===== src/rtl/mips_front_end_if.sv =====
// Fetch, write-back and EX/MEM bus of the MIPS front end.
interface mips_front_end_if;
  logic [31:0] imem_addr;
  logic [31:0] imem_rdata;
  logic        except;
  logic        wb_reg_write;
  logic [4:0]  wb_write_register;
  logic [31:0] wb_write_data;
  logic [31:0] res;
  logic [31:0] write_data_ex;
  logic [4:0]  write_register_ex;
  logic [2:0]  m_MEM;
  logic [1:0]  wb_MEM;
  logic        zero;
  logic        over;

  modport master (
    output imem_addr, res, write_data_ex, write_register_ex, m_MEM, wb_MEM, zero, over,
    input  imem_rdata, except, wb_reg_write, wb_write_register, wb_write_data
  );

  modport slave (
    input  imem_addr, res, write_data_ex, write_register_ex, m_MEM, wb_MEM, zero, over,
    output imem_rdata, except, wb_reg_write, wb_write_register, wb_write_data
  );
endinterface


===== src/rtl/mips_front_end.sv =====
// MIPS front end: PC/IF-ID, decode + register file + branch resolve, execute with forwarding, EX/MEM.
// Optional MIPS_FE_OVF_EN: add/sub/addi signed overflow sets over and cancels the write-back.
module mips_front_end #(
  parameter logic [31:0] RESET_PC   = 32'h0000_0000,
  parameter logic [31:0] EXC_VECTOR = 32'h0000_0180
) (
  input  logic             clk,
  input  logic             rst,
  mips_front_end_if.master bus
);
  localparam int unsigned XLEN = 32;
  localparam int unsigned RAW  = 5;
  localparam int unsigned NREG = 32;

  localparam logic [3:0] ALU_ADD = 4'd0;
  localparam logic [3:0] ALU_SUB = 4'd1;
  localparam logic [3:0] ALU_AND = 4'd2;
  localparam logic [3:0] ALU_OR  = 4'd3;
  localparam logic [3:0] ALU_SLT = 4'd4;
  localparam logic [3:0] ALU_LUI = 4'd5;

  typedef struct packed {
    logic [1:0] wb;
    logic [2:0] m;
    logic [5:0] ex;
  } ctrl_t;

  logic [XLEN-1:0] pc, pc_next, ifid_instr, ifid_pc;
  logic [XLEN-1:0] rf [NREG];
  ctrl_t           idex_ctrl, id_ctrl;
  logic [XLEN-1:0] idex_a, idex_b, idex_imm;
  logic [RAW-1:0]  idex_rs, idex_rt, idex_rd;

  logic [5:0]      opcode, funct;
  logic [RAW-1:0]  id_rs, id_rt, id_rd;
  logic [15:0]     imm;
  logic            id_zext, id_beq, id_bne, id_j, taken, load_use;
  logic [XLEN-1:0] id_a, id_b, id_imm, pc_id4, br_off, target;

  logic [XLEN-1:0] fwd_a, fwd_b, alu_b, alu_y;
  logic [RAW-1:0]  ex_dst;
  logic            ex_ovf;

  assign bus.imem_addr = pc;
  assign opcode = ifid_instr[31:26];
  assign id_rs  = ifid_instr[25:21];
  assign id_rt  = ifid_instr[20:16];
  assign id_rd  = ifid_instr[15:11];
  assign imm    = ifid_instr[15:0];
  assign funct  = ifid_instr[5:0];

  // Decode; anything not recognised leaves all control at zero (NOP)
  always_comb begin
    id_ctrl = '0;
    id_zext = 1'b0;
    id_beq  = 1'b0;
    id_bne  = 1'b0;
    id_j    = 1'b0;
    case (opcode)
      6'h00: begin
        id_ctrl.wb    = 2'b10;
        id_ctrl.ex[5] = 1'b1;
        case (funct)
          6'h20:   id_ctrl.ex[3:0] = ALU_ADD;
          6'h22:   id_ctrl.ex[3:0] = ALU_SUB;
          6'h24:   id_ctrl.ex[3:0] = ALU_AND;
          6'h25:   id_ctrl.ex[3:0] = ALU_OR;
          6'h2a:   id_ctrl.ex[3:0] = ALU_SLT;
          default: id_ctrl = '0;
        endcase
      end
      6'h08: begin id_ctrl.wb = 2'b10; id_ctrl.ex = {2'b01, ALU_ADD}; end
      6'h0c: begin id_ctrl.wb = 2'b10; id_ctrl.ex = {2'b01, ALU_AND}; id_zext = 1'b1; end
      6'h0d: begin id_ctrl.wb = 2'b10; id_ctrl.ex = {2'b01, ALU_OR};  id_zext = 1'b1; end
      6'h0a: begin id_ctrl.wb = 2'b10; id_ctrl.ex = {2'b01, ALU_SLT}; end
      6'h0f: begin id_ctrl.wb = 2'b10; id_ctrl.ex = {2'b01, ALU_LUI}; end
      6'h23: begin id_ctrl.wb = 2'b11; id_ctrl.m = 3'b010; id_ctrl.ex = {2'b01, ALU_ADD}; end
      6'h2b: begin id_ctrl.m = 3'b001; id_ctrl.ex = {2'b01, ALU_ADD}; end
      6'h04: id_beq = 1'b1;
      6'h05: id_bne = 1'b1;
      6'h02: id_j   = 1'b1;
      default: ;
    endcase
  end

  // Register read with same-cycle write-back bypass; r0 is hard zero
  always_comb begin
    id_a = rf[id_rs];
    id_b = rf[id_rt];
    if (bus.wb_reg_write && bus.wb_write_register == id_rs) id_a = bus.wb_write_data;
    if (bus.wb_reg_write && bus.wb_write_register == id_rt) id_b = bus.wb_write_data;
    if (id_rs == '0) id_a = '0;
    if (id_rt == '0) id_b = '0;
  end

  assign id_imm   = id_zext ? {16'h0000, imm} : {{16{imm[15]}}, imm};
  assign pc_id4   = ifid_pc + 32'd4;
  assign br_off   = {{14{imm[15]}}, imm, 2'b00};
  assign target   = id_j ? {pc_id4[31:28], ifid_instr[25:0], 2'b00} : pc_id4 + br_off;
  assign taken    = id_j | (id_beq & (id_a == id_b)) | (id_bne & (id_a != id_b));
  assign load_use = idex_ctrl.m[1] && (idex_rt != '0) && (idex_rt == id_rs || idex_rt == id_rt);

  always_comb begin
    pc_next = pc + 32'd4;
    if (bus.except)    pc_next = EXC_VECTOR;
    else if (taken)    pc_next = target;
    else if (load_use) pc_next = pc;
  end

  always_ff @(posedge clk or posedge rst) begin
    if (rst) begin
      pc         <= RESET_PC;
      ifid_instr <= '0;
      ifid_pc    <= '0;
    end else begin
      pc <= pc_next;
      if (bus.except || taken) begin
        ifid_instr <= '0;
        ifid_pc    <= pc;
      end else if (!load_use) begin
        ifid_instr <= bus.imem_rdata;
        ifid_pc    <= pc;
      end
    end
  end

  always_ff @(posedge clk or posedge rst) begin
    if (rst) begin
      for (int i = 0; i < NREG; i++) rf[i] <= '0;
    end else if (bus.wb_reg_write && bus.wb_write_register != '0) begin
      rf[bus.wb_write_register] <= bus.wb_write_data;
    end
  end

  always_ff @(posedge clk or posedge rst) begin
    if (rst) begin
      idex_ctrl <= '0;
      idex_a    <= '0;
      idex_b    <= '0;
      idex_imm  <= '0;
      idex_rs   <= '0;
      idex_rt   <= '0;
      idex_rd   <= '0;
    end else begin
      idex_ctrl <= load_use ? ctrl_t'('0) : id_ctrl;
      idex_a    <= id_a;
      idex_b    <= id_b;
      idex_imm  <= id_imm;
      idex_rs   <= id_rs;
      idex_rt   <= id_rt;
      idex_rd   <= id_rd;
    end
  end

  // Forwarding: EX/MEM beats write-back, which beats the ID/EX copy
  always_comb begin
    fwd_a = idex_a;
    fwd_b = idex_b;
    if (bus.wb_reg_write && bus.wb_write_register != '0 && bus.wb_write_register == idex_rs) fwd_a = bus.wb_write_data;
    if (bus.wb_reg_write && bus.wb_write_register != '0 && bus.wb_write_register == idex_rt) fwd_b = bus.wb_write_data;
    if (bus.wb_MEM[1] && bus.write_register_ex != '0 && bus.write_register_ex == idex_rs) fwd_a = bus.res;
    if (bus.wb_MEM[1] && bus.write_register_ex != '0 && bus.write_register_ex == idex_rt) fwd_b = bus.res;
  end

  assign alu_b  = idex_ctrl.ex[4] ? idex_imm : fwd_b;
  assign ex_dst = idex_ctrl.ex[5] ? idex_rd : idex_rt;

  always_comb begin
    alu_y = '0;
    case (idex_ctrl.ex[3:0])
      ALU_ADD: alu_y = fwd_a + alu_b;
      ALU_SUB: alu_y = fwd_a - alu_b;
      ALU_AND: alu_y = fwd_a & alu_b;
      ALU_OR:  alu_y = fwd_a | alu_b;
      ALU_SLT: alu_y = XLEN'($signed(fwd_a) < $signed(alu_b));
      ALU_LUI: alu_y = {alu_b[15:0], 16'h0000};
      default: alu_y = '0;
    endcase
  end

`ifdef MIPS_FE_OVF_EN
  logic id_ovf_chk, idex_ovf_chk;
  assign id_ovf_chk = (opcode == 6'h00 && (funct == 6'h20 || funct == 6'h22)) || opcode == 6'h08;

  always_ff @(posedge clk or posedge rst) begin
    if (rst) idex_ovf_chk <= 1'b0;
    else     idex_ovf_chk <= id_ovf_chk && !load_use;
  end

  always_comb begin
    ex_ovf = 1'b0;
    if (idex_ovf_chk) begin
      if (idex_ctrl.ex[3:0] == ALU_SUB)
        ex_ovf = (fwd_a[XLEN-1] != alu_b[XLEN-1]) && (alu_y[XLEN-1] != fwd_a[XLEN-1]);
      else
        ex_ovf = (fwd_a[XLEN-1] == alu_b[XLEN-1]) && (alu_y[XLEN-1] != fwd_a[XLEN-1]);
    end
  end
`else
  assign ex_ovf = 1'b0;
`endif

  always_ff @(posedge clk or posedge rst) begin
    if (rst) begin
      bus.res               <= '0;
      bus.write_data_ex     <= '0;
      bus.write_register_ex <= '0;
      bus.m_MEM             <= '0;
      bus.wb_MEM            <= '0;
      bus.zero              <= 1'b0;
      bus.over              <= 1'b0;
    end else begin
      bus.res               <= alu_y;
      bus.write_data_ex     <= fwd_b;
      bus.write_register_ex <= ex_dst;
      bus.m_MEM             <= idex_ctrl.m;
      bus.wb_MEM            <= ex_ovf ? 2'b00 : idex_ctrl.wb;
      bus.zero              <= (alu_y == '0);
      bus.over              <= ex_ovf;
    end
  end
endmodule


===== src/flat_wrapper.sv =====
// flat-port wrapper written by rule: the top's interface ports become plain ports
module mips_front_end_flat 
#(
  parameter logic [31:0] RESET_PC   = 32'h0000_0000,
  parameter logic [31:0] EXC_VECTOR = 32'h0000_0180
)
  (clk, rst, bus_imem_addr, bus_res, bus_write_data_ex, bus_write_register_ex, bus_m_MEM, bus_wb_MEM, bus_zero, bus_over, bus_imem_rdata, bus_except, bus_wb_reg_write, bus_wb_write_register, bus_wb_write_data);
  mips_front_end_if bus_i ();
  input  logic clk;
  input  logic rst;
  output wire logic [$bits(bus_i.imem_addr)-1:0] bus_imem_addr;
  output wire logic [$bits(bus_i.res)-1:0] bus_res;
  output wire logic [$bits(bus_i.write_data_ex)-1:0] bus_write_data_ex;
  output wire logic [$bits(bus_i.write_register_ex)-1:0] bus_write_register_ex;
  output wire logic [$bits(bus_i.m_MEM)-1:0] bus_m_MEM;
  output wire logic [$bits(bus_i.wb_MEM)-1:0] bus_wb_MEM;
  output wire logic [$bits(bus_i.zero)-1:0] bus_zero;
  output wire logic [$bits(bus_i.over)-1:0] bus_over;
  input wire logic [$bits(bus_i.imem_rdata)-1:0] bus_imem_rdata;
  input wire logic [$bits(bus_i.except)-1:0] bus_except;
  input wire logic [$bits(bus_i.wb_reg_write)-1:0] bus_wb_reg_write;
  input wire logic [$bits(bus_i.wb_write_register)-1:0] bus_wb_write_register;
  input wire logic [$bits(bus_i.wb_write_data)-1:0] bus_wb_write_data;
  assign bus_imem_addr = bus_i.imem_addr;
  assign bus_res = bus_i.res;
  assign bus_write_data_ex = bus_i.write_data_ex;
  assign bus_write_register_ex = bus_i.write_register_ex;
  assign bus_m_MEM = bus_i.m_MEM;
  assign bus_wb_MEM = bus_i.wb_MEM;
  assign bus_zero = bus_i.zero;
  assign bus_over = bus_i.over;
  assign bus_i.imem_rdata = bus_imem_rdata;
  assign bus_i.except = bus_except;
  assign bus_i.wb_reg_write = bus_wb_reg_write;
  assign bus_i.wb_write_register = bus_wb_write_register;
  assign bus_i.wb_write_data = bus_wb_write_data;
  mips_front_end #(.RESET_PC(RESET_PC), .EXC_VECTOR(EXC_VECTOR)) u_core (.clk(clk), .rst(rst), .bus(bus_i));
endmodule

===== config.mk =====
export PLATFORM = sky130hd
export DESIGN_NAME = mips_front_end_flat
export DESIGN_NICKNAME = d
export VERILOG_FILES = /design/src/rtl/mips_front_end_if.sv /design/src/rtl/mips_front_end.sv /design/src/flat_wrapper.sv
export SDC_FILE = /design/constraint.sdc
export NUM_CORES = 2
export LEC_CHECK = 0
export ABC_AREA = 1
export CORE_UTILIZATION = 59
export CTS_BUF_LIST = sky130_fd_sc_hd__clkbuf_4 sky130_fd_sc_hd__clkbuf_8
export DETAILED_ROUTE_END_ITERATION = 10
export PLACE_DENSITY = 0.77
export RECOVER_POWER = 100
export SETUP_SLACK_MARGIN = 0.2
export SYNTH_ARGS = -nofsm -noshare
export SYNTH_HDL_FRONTEND = slang
export SYNTH_SLANG_ARGS = --single-unit

===== constraint.sdc =====
create_clock -name clk -period 41.6 [get_ports clk]
set_input_delay 8.32 -clock clk [delete_from_list [all_inputs] [get_ports clk]]
set_output_delay 8.32 -clock clk [all_outputs]
set_load 0.05 [all_outputs]

# ---- Yosys cells after proc, flatten, opt, wreduce, memory -nomap -nowiden
# Index checks and enable logic that the tools add are counted.
dict set report classes {
  addsub 5
  reduce_logical 25
  n_lt_le_gt_ge 5
  n_mul 0
  n_eq_ne 32
  mux 39
  bitwise 9
  shifts 0
  div 0
}
# op count
set op_table {}
lappend op_table {{$bwmux 1024} 1}
lappend op_table {{$mux 32} 23}
lappend op_table {{$bmux 32 s5} 2}
lappend op_table {{$pmux 32 s6} 1}
lappend op_table {{$demux 32 s5} 1}
lappend op_table {{$add 32x3->32 const B} 2}
lappend op_table {{$add 32x32->32} 2}
lappend op_table {{$eq 6x6->1 const B} 7}
lappend op_table {{$eq 5x5->1} 8}
lappend op_table {{$pmux 6 s6} 1}
lappend op_table {{$and 32x32->32} 1}
lappend op_table {{$eq 32x32->1} 1}
lappend op_table {{$logic_not 32->1} 1}
lappend op_table {{$lt 32x32->1} 1}
lappend op_table {{$ne 32x32->1} 1}
lappend op_table {{$or 32x32->32} 1}
lappend op_table {{$sub 32x32->32} 1}
lappend op_table {{$eq 6x4->1 const B} 5}
lappend op_table {{$ge 6x6->1 const B} 3}
lappend op_table {{$not 5->6} 3}
lappend op_table {{$reduce_bool 5->1} 3}
lappend op_table {{$eq 6x3->1 const B} 2}
lappend op_table {{$pmux 3 s4} 1}
lappend op_table {{$logic_and 1x1->1} 11}
lappend op_table {{other kinds (22)} 32}
dict set report word_totals {
  latchBits 0
  memories 0
  in_bits 73
  out_inout_bits 108
  ramBits 0
  ff_bits 1317
  romBits 0
}

# ---- Longest topological paths before layout
dict set report depth {
  word_depth 12
  depth_mapped 35
  mapped_depth_nobuf 33
}

# ---- Least setup slack after synthesis
# No wires, ideal clock.
dict set report synth_timing {
  path_kind {in2reg}
  start {input port bus_wb_write_register[2]}
  end {register u_core.bus.zero}
  t_required_ns 41.529
  slack_ns 29.008
  arrival_time_ns 12.521
  path_buffers 5
  cell_stages 34
  cell_sequence {buf_4 -> nor3_1 -> nand2_1 -> nand2_1 -> inv_1 -> nand2_1 -> inv_2 -> clkbuf_1 -> clkbuf_1 -> clkbuf_1 -> o21ai_0 -> a21oi_1 -> o21ai_0 -> inv_1 -> ha_1 -> clkbuf_1 -> nand2_1 -> nor4_1 -> nand3_1 -> nand3_1 -> nand2_1 -> o211ai_1 -> nand2_1 -> nand2_1 -> nand2_1 -> nand3_1 -> nand2_1 -> nor2_1 -> nand2_1 -> inv_1 -> nand2_1 -> nor2_1 -> nand2_1 -> nor2_1}
}
dict set report synth_between {
  elab_chain_len 9
  elab_cells_between_ends 18
  cone_classes {add/sub (2); order compare (1); eq/ne (2); mux (6); bitwise (2); reduce/logical (5)}
}
# item line_no
set synth_rtl {}
lappend synth_rtl {{from (decl)} flat_wrapper.sv:22} ;# input wire logic [$bits(bus_i.wb_write_register)-1:0] bus_wb_write_register;
lappend synth_rtl {{$reduce_bool 5->1} mips_front_end.sv:160} ;# if (bus.wb_reg_write && bus.wb_write_register != '0 && bus.wb_write_register == idex_rt) fwd_b = bus.wb_write_ ...
lappend synth_rtl {{$logic_and 1x1->1} mips_front_end.sv:160}
lappend synth_rtl {{$logic_and 1x1->1 (*)} mips_front_end.sv:160}
lappend synth_rtl {{$mux 32 (*)} mips_front_end.sv:160}
lappend synth_rtl {{$mux 32 (*)} mips_front_end.sv:162} ;# if (bus.wb_MEM[1] && bus.write_register_ex != '0 && bus.write_register_ex == idex_rt) fwd_b = bus.res;
lappend synth_rtl {{named net u_core.fwd_b[17]} mips_front_end.sv:40} ;# logic [XLEN-1:0] fwd_a, fwd_b, alu_b, alu_y;
lappend synth_rtl {{$mux 32 (*)} mips_front_end.sv:165} ;# assign alu_b = idex_ctrl.ex[4] ? idex_imm : fwd_b;
lappend synth_rtl {{$sub 32x32->32, or another cell as far along} mips_front_end.sv:172} ;# ALU_SUB: alu_y = fwd_a - alu_b;
lappend synth_rtl {{$pmux 32 s6 (*)} mips_front_end.sv:170} ;# case (idex_ctrl.ex[3:0])
lappend synth_rtl {{$logic_not 32->1 (*)} mips_front_end.sv:218} ;# bus.zero <= (alu_y == '0);
lappend synth_rtl {{to (signal assigned)} mips_front_end.sv:218}
lappend synth_rtl {{to (decl)} mips_front_end_if.sv:18} ;# output imem_addr, res, write_data_ex, write_register_ex, m_MEM, wb_MEM, zero, over,
# Mark *: on every way through the listed nets, which the timed path passes. The rest lies on a longest branch.
# A chain may end at the register's enable or synchronous reset.

==> metrics.md <==
| Metric | Value |
|---|---|
| Max cap viols | `67` |
| Placed Area | `80,500 sq um` |
| Hold Crit Class | `reg -> reg` |
| Synth Area in Simple Gates | `0.296` |
| Max Buffers Root-to-Sink | `3` |
| Core area | `132,000 sq um` |
| FF-to-FF setup slack | `26.74 ns` |
| Clk_skew | `0.0519 ns` |
| CP arrival | `24.75 ns` |
| Sequential share of the synthesized area | `0.410` |
| Area growth from synthesis to layout | `7.56%` |
| Max VDD drop | `0.0000380 V` |
| Post-route worst hold slack | `0.357 ns` |
| Area leader, netlist | `dfrtp_1` |
| Critical R2R Capture | `u_core.ifid_pc[28]$_DFFE_PP0P_` |
| # setup viols final | `0` |
| Post-layout util | `0.644` |
| Mux cell area share after synthesis | `0.000253` |
| Fin nets | `11.4k` |
| WHS Endpoint | `u_core.bus.wb_MEM[1]$_DFF_PP0_` |
| Die area | `135,000 sq um` |
| Clock Pin Slew Worst Setup and Hold Paths | `0.06 ns` |
| Setup TNS | `0 ns` |
| Rows | `133` |
| R2r worst-path depth | `19` |
| Yosys warns | `0` |
| Iteration-0 DRC Markers | `13.4k` |
| WP data required | `41.77 ns` |
| Top FF cell, synth | `dfrtp_1` |
| Async S/R FF share, synth | `1.00` |
| Clock sink total | `1,294` |
| WL final | `309,000 um` |
| Drt drc | `0` |
| Worst Setup Path Type | `in -> async` |
| HPWL after DPL | `186,000 um` |
| H-tree levels | `4` |
| Power density over the cells | `48.5 nW/um^2` |
| Final slew viol count | `3,999` |
| Hold Path Cell Cnt | `0` |
| Post-cts resize count | `0` |
| Tmin final | `24.57 ns` |
| Max Fclk | `40.7 MHz` |
| Adder and majority gate portion of the synthesized area | `0.0231` |
| ANT nets after route | `0` |
| Post-synth top cells | `nand2_1 (3,784), o21ai_0 (1,399), dfrtp_1 (1,294)` |
| CP Max Fanout | `157` |
| Via-to-Cell Ratio | `6.23` |
| Worst slew margin | `-4.70` |
| TritonCTS clock tree | `done` |
| Setup bufs post-CTS | `0` |
| Starting Density | `0.598` |
| Largest family of logic cells by synthesized area | `simple AND/OR/NAND/NOR gates` |
| Finished Cell Area | `85,000 sq um` |
| Hold buffer count at cts | `0` |
| Gr usage total | `0.450` |
| Failing checks | `max-capacitance violations, max-slew violations` |
| Final worst-path cycle share | `0.591` |
| Die W | `368 um` |
| Ports | `181` |
| Synth top area share | `0.410` |
| Vias in the first global route | `76.6k` |
| Static Leak | `41.5 nW` |
| EDFF count, synth | `0` |
| RSZ-0062 raised after global routing | `false` |
| Routability congestion estimate from global placement | `0.988` |
| XOR/XNOR Fraction of Synth Area | `0.00997` |
| Least-Margin Pin Slew | `8.54 ns` |
| Seq cells post-synth | `1,294` |
| Cell area after synthesis | `79,000 sq um` |
| Synth cell types | `58` |
| Ratio of cells with drive above 1 in the final layout | `0.0492` |
| R2r startpoint | `u_core.ifid_instr[18]$_DFFE_PP0P_` |
| Status | `finished, violations left` |
| Crit end category | `async pin` |
| Initial antenna violation count | `37` |
| Avg Synthesized Cell Area | `6.88 sq um` |
| Hold path start | `u_core.idex_ctrl[10]$_DFF_PP0_` |
| Final Hold Fails | `0` |
| Die H | `368 um` |
| Root Buffer | `clkbuf_8` |
| Largest net degree at the start of global routing | `202` |
| Cts bufs inserted | `218` |
| Most frequent cell after synthesis | `nand2_1` |
| 1st-pass router iterations | `7` |
| Avg WL per Cell | `23.6 um` |
| Vias | `81.6k` |
| Largest cells by area after synthesis | `dfrtp_1 (41%), nand2_1 (18%), o21ai_0 (8.9%)` |
| Remaining global-route overflow | `0` |
| CP startpoint kind | `primary input` |
| Global-route wire length before repair | `464,000 um` |
| Clk Latency, worst-skew pair | `1.00 ns` |
| Syn Inst Count | `11.5k` |
| Compound-Gate Fraction of Synth Area | `0.159` |
| PortBufs | `178` |
==> report_power, final <==
| group | switching, W | internal, W |
|---|---|---|
| Sequential | 0.000169 | 0.00149 |
| Clock | 0.000560 | 0.000704 |
| Combinational | 0.000833 | 0.000365 |
| Total | 0.00156 | 0.00256 |
==> per-layer routing <==
layer / vias to the layer above / part of all wire / global-route usage / wire length (um)
li1: 36432 / - / - / -
met5: - / 0.00037 / 0 / 115
met3: 1456 / 0.13 / 0.122 / 41500
met1: 37952 / 0.36 / 0.576 / 112000
met2: 5760 / 0.42 / 0.663 / 131000
met4: 16 / 0.079 / 0.307 / 24200
==> layout make-up <==
class                      count  area [sq um]
clock inverter                28           304
antenna                       20          50.0
tap                         1755          2200
inverter                    1129          4290
fill                       11965         47100
timing repair buffer         312          2630
sequential                  1294         32400
multi-input combinational   8199         38700
clock buffer                 360          4500
==> through the flow <==
step / worst slack (ns) / std cells / total power, W
2_1_floorplan: 15.39 / 11484 / 0.00246
3_3_place_gp: 26.97 / 12689 / 0.00281
3_5_place_dp: 27.01 / 12689 / 0.00284
4_1_cts: 27.98 / 13077 / 0.00409
5_1_grt: 13.82 / 13095 / 0.00432
6_report: 17.03 / 13097 / 0.00412
==> sequential cells by signal, indices dropped and copies added (netlist names) <==
name	count
u_core.ifid_pc	32
u_core.idex_a	32
u_core.bus.write_data_ex	32
u_core.bus.zero	1
u_core.rf	1024
u_core.bus.write_register_ex	5
u_core.idex_rs	5
u_core.ifid_instr	32
u_core.idex_imm	17
u_core.bus.m_MEM	2
u_core.idex_b	32
u_core.idex_rt	5
u_core.bus.wb_MEM	2
u_core.idex_ctrl	9
u_core.bus.imem_addr	32
u_core.bus.res	32
==> cell usage in the layout (no fill, tap or decap), types with 5 or more instances in the layout <==
cell                n
a21o_1              7
a21oi_1           285
a31oi_1             9
buf_12              6
buf_4              65
clkbuf_1           63
clkbuf_4           72
clkbuf_8          288
clkdlybuf4s50_1    68
clkinv_1           24
clkinv_2           13
dfrtp_1          1292
diode_2            20
dlygate4sd3_1     110
ha_1              141
inv_1            1092
inv_6               5
inv_8               7
nand2_1          3761
nand2_2            25
nand3_1          1225
nand4_1            43
nor2_1            509
nor2_4              8
nor3_1             60
nor4_1             17
o2111ai_1          12
o211ai_1          378
o21a_1              6
o21ai_0          1418
o21ai_1            46
o21bai_1           50
o221ai_1            7
o22ai_1             8
o31ai_1             5
or2_1               7
or2_2              40
xnor2_1            20
xor2_1             70
==> cells by family (layout without fill, tap and decap cells) <==
family,after synthesis,count (layout)
and+or+nand+nor,5710,5710
buffers and inverters,1991,1829
xor gates and xnor gates,90,90
other,1,22
DFF,1294,1294
muxes,2,2
adders and majority gates,144,144
AOI/OAI and AO/OA,2251,2251
==> critical path: stages <==
cell           delay (ns)
dlygate4sd3_1        0.56
clkinvlp_2           0.57
clkbuf_1             3.04
clkbuf_1             2.78
clkbuf_1             6.13
clkbuf_1             3.07
==> worst max-delay path by stage <==
stage,from,cells after the start,endpoint
final,rst,6,u_core.rf[667]$_DFFE_PP0P_
after global routing,rst,6,u_core.rf[27]$_DFFE_PP0P_
after CTS,bus_wb_write_register[3],31,u_core.bus.zero$_DFF_PP0_
after detailed placement,bus_wb_write_register[3],31,u_core.bus.zero$_DFF_PP0_
after global placement,bus_wb_write_register[3],26,u_core.bus.zero$_DFF_PP0_
after floorplan,rst,1,u_core.bus.imem_addr[0]$_DFFE_PP0P_
Note: power is estimated with default switching activity, not from simulation.
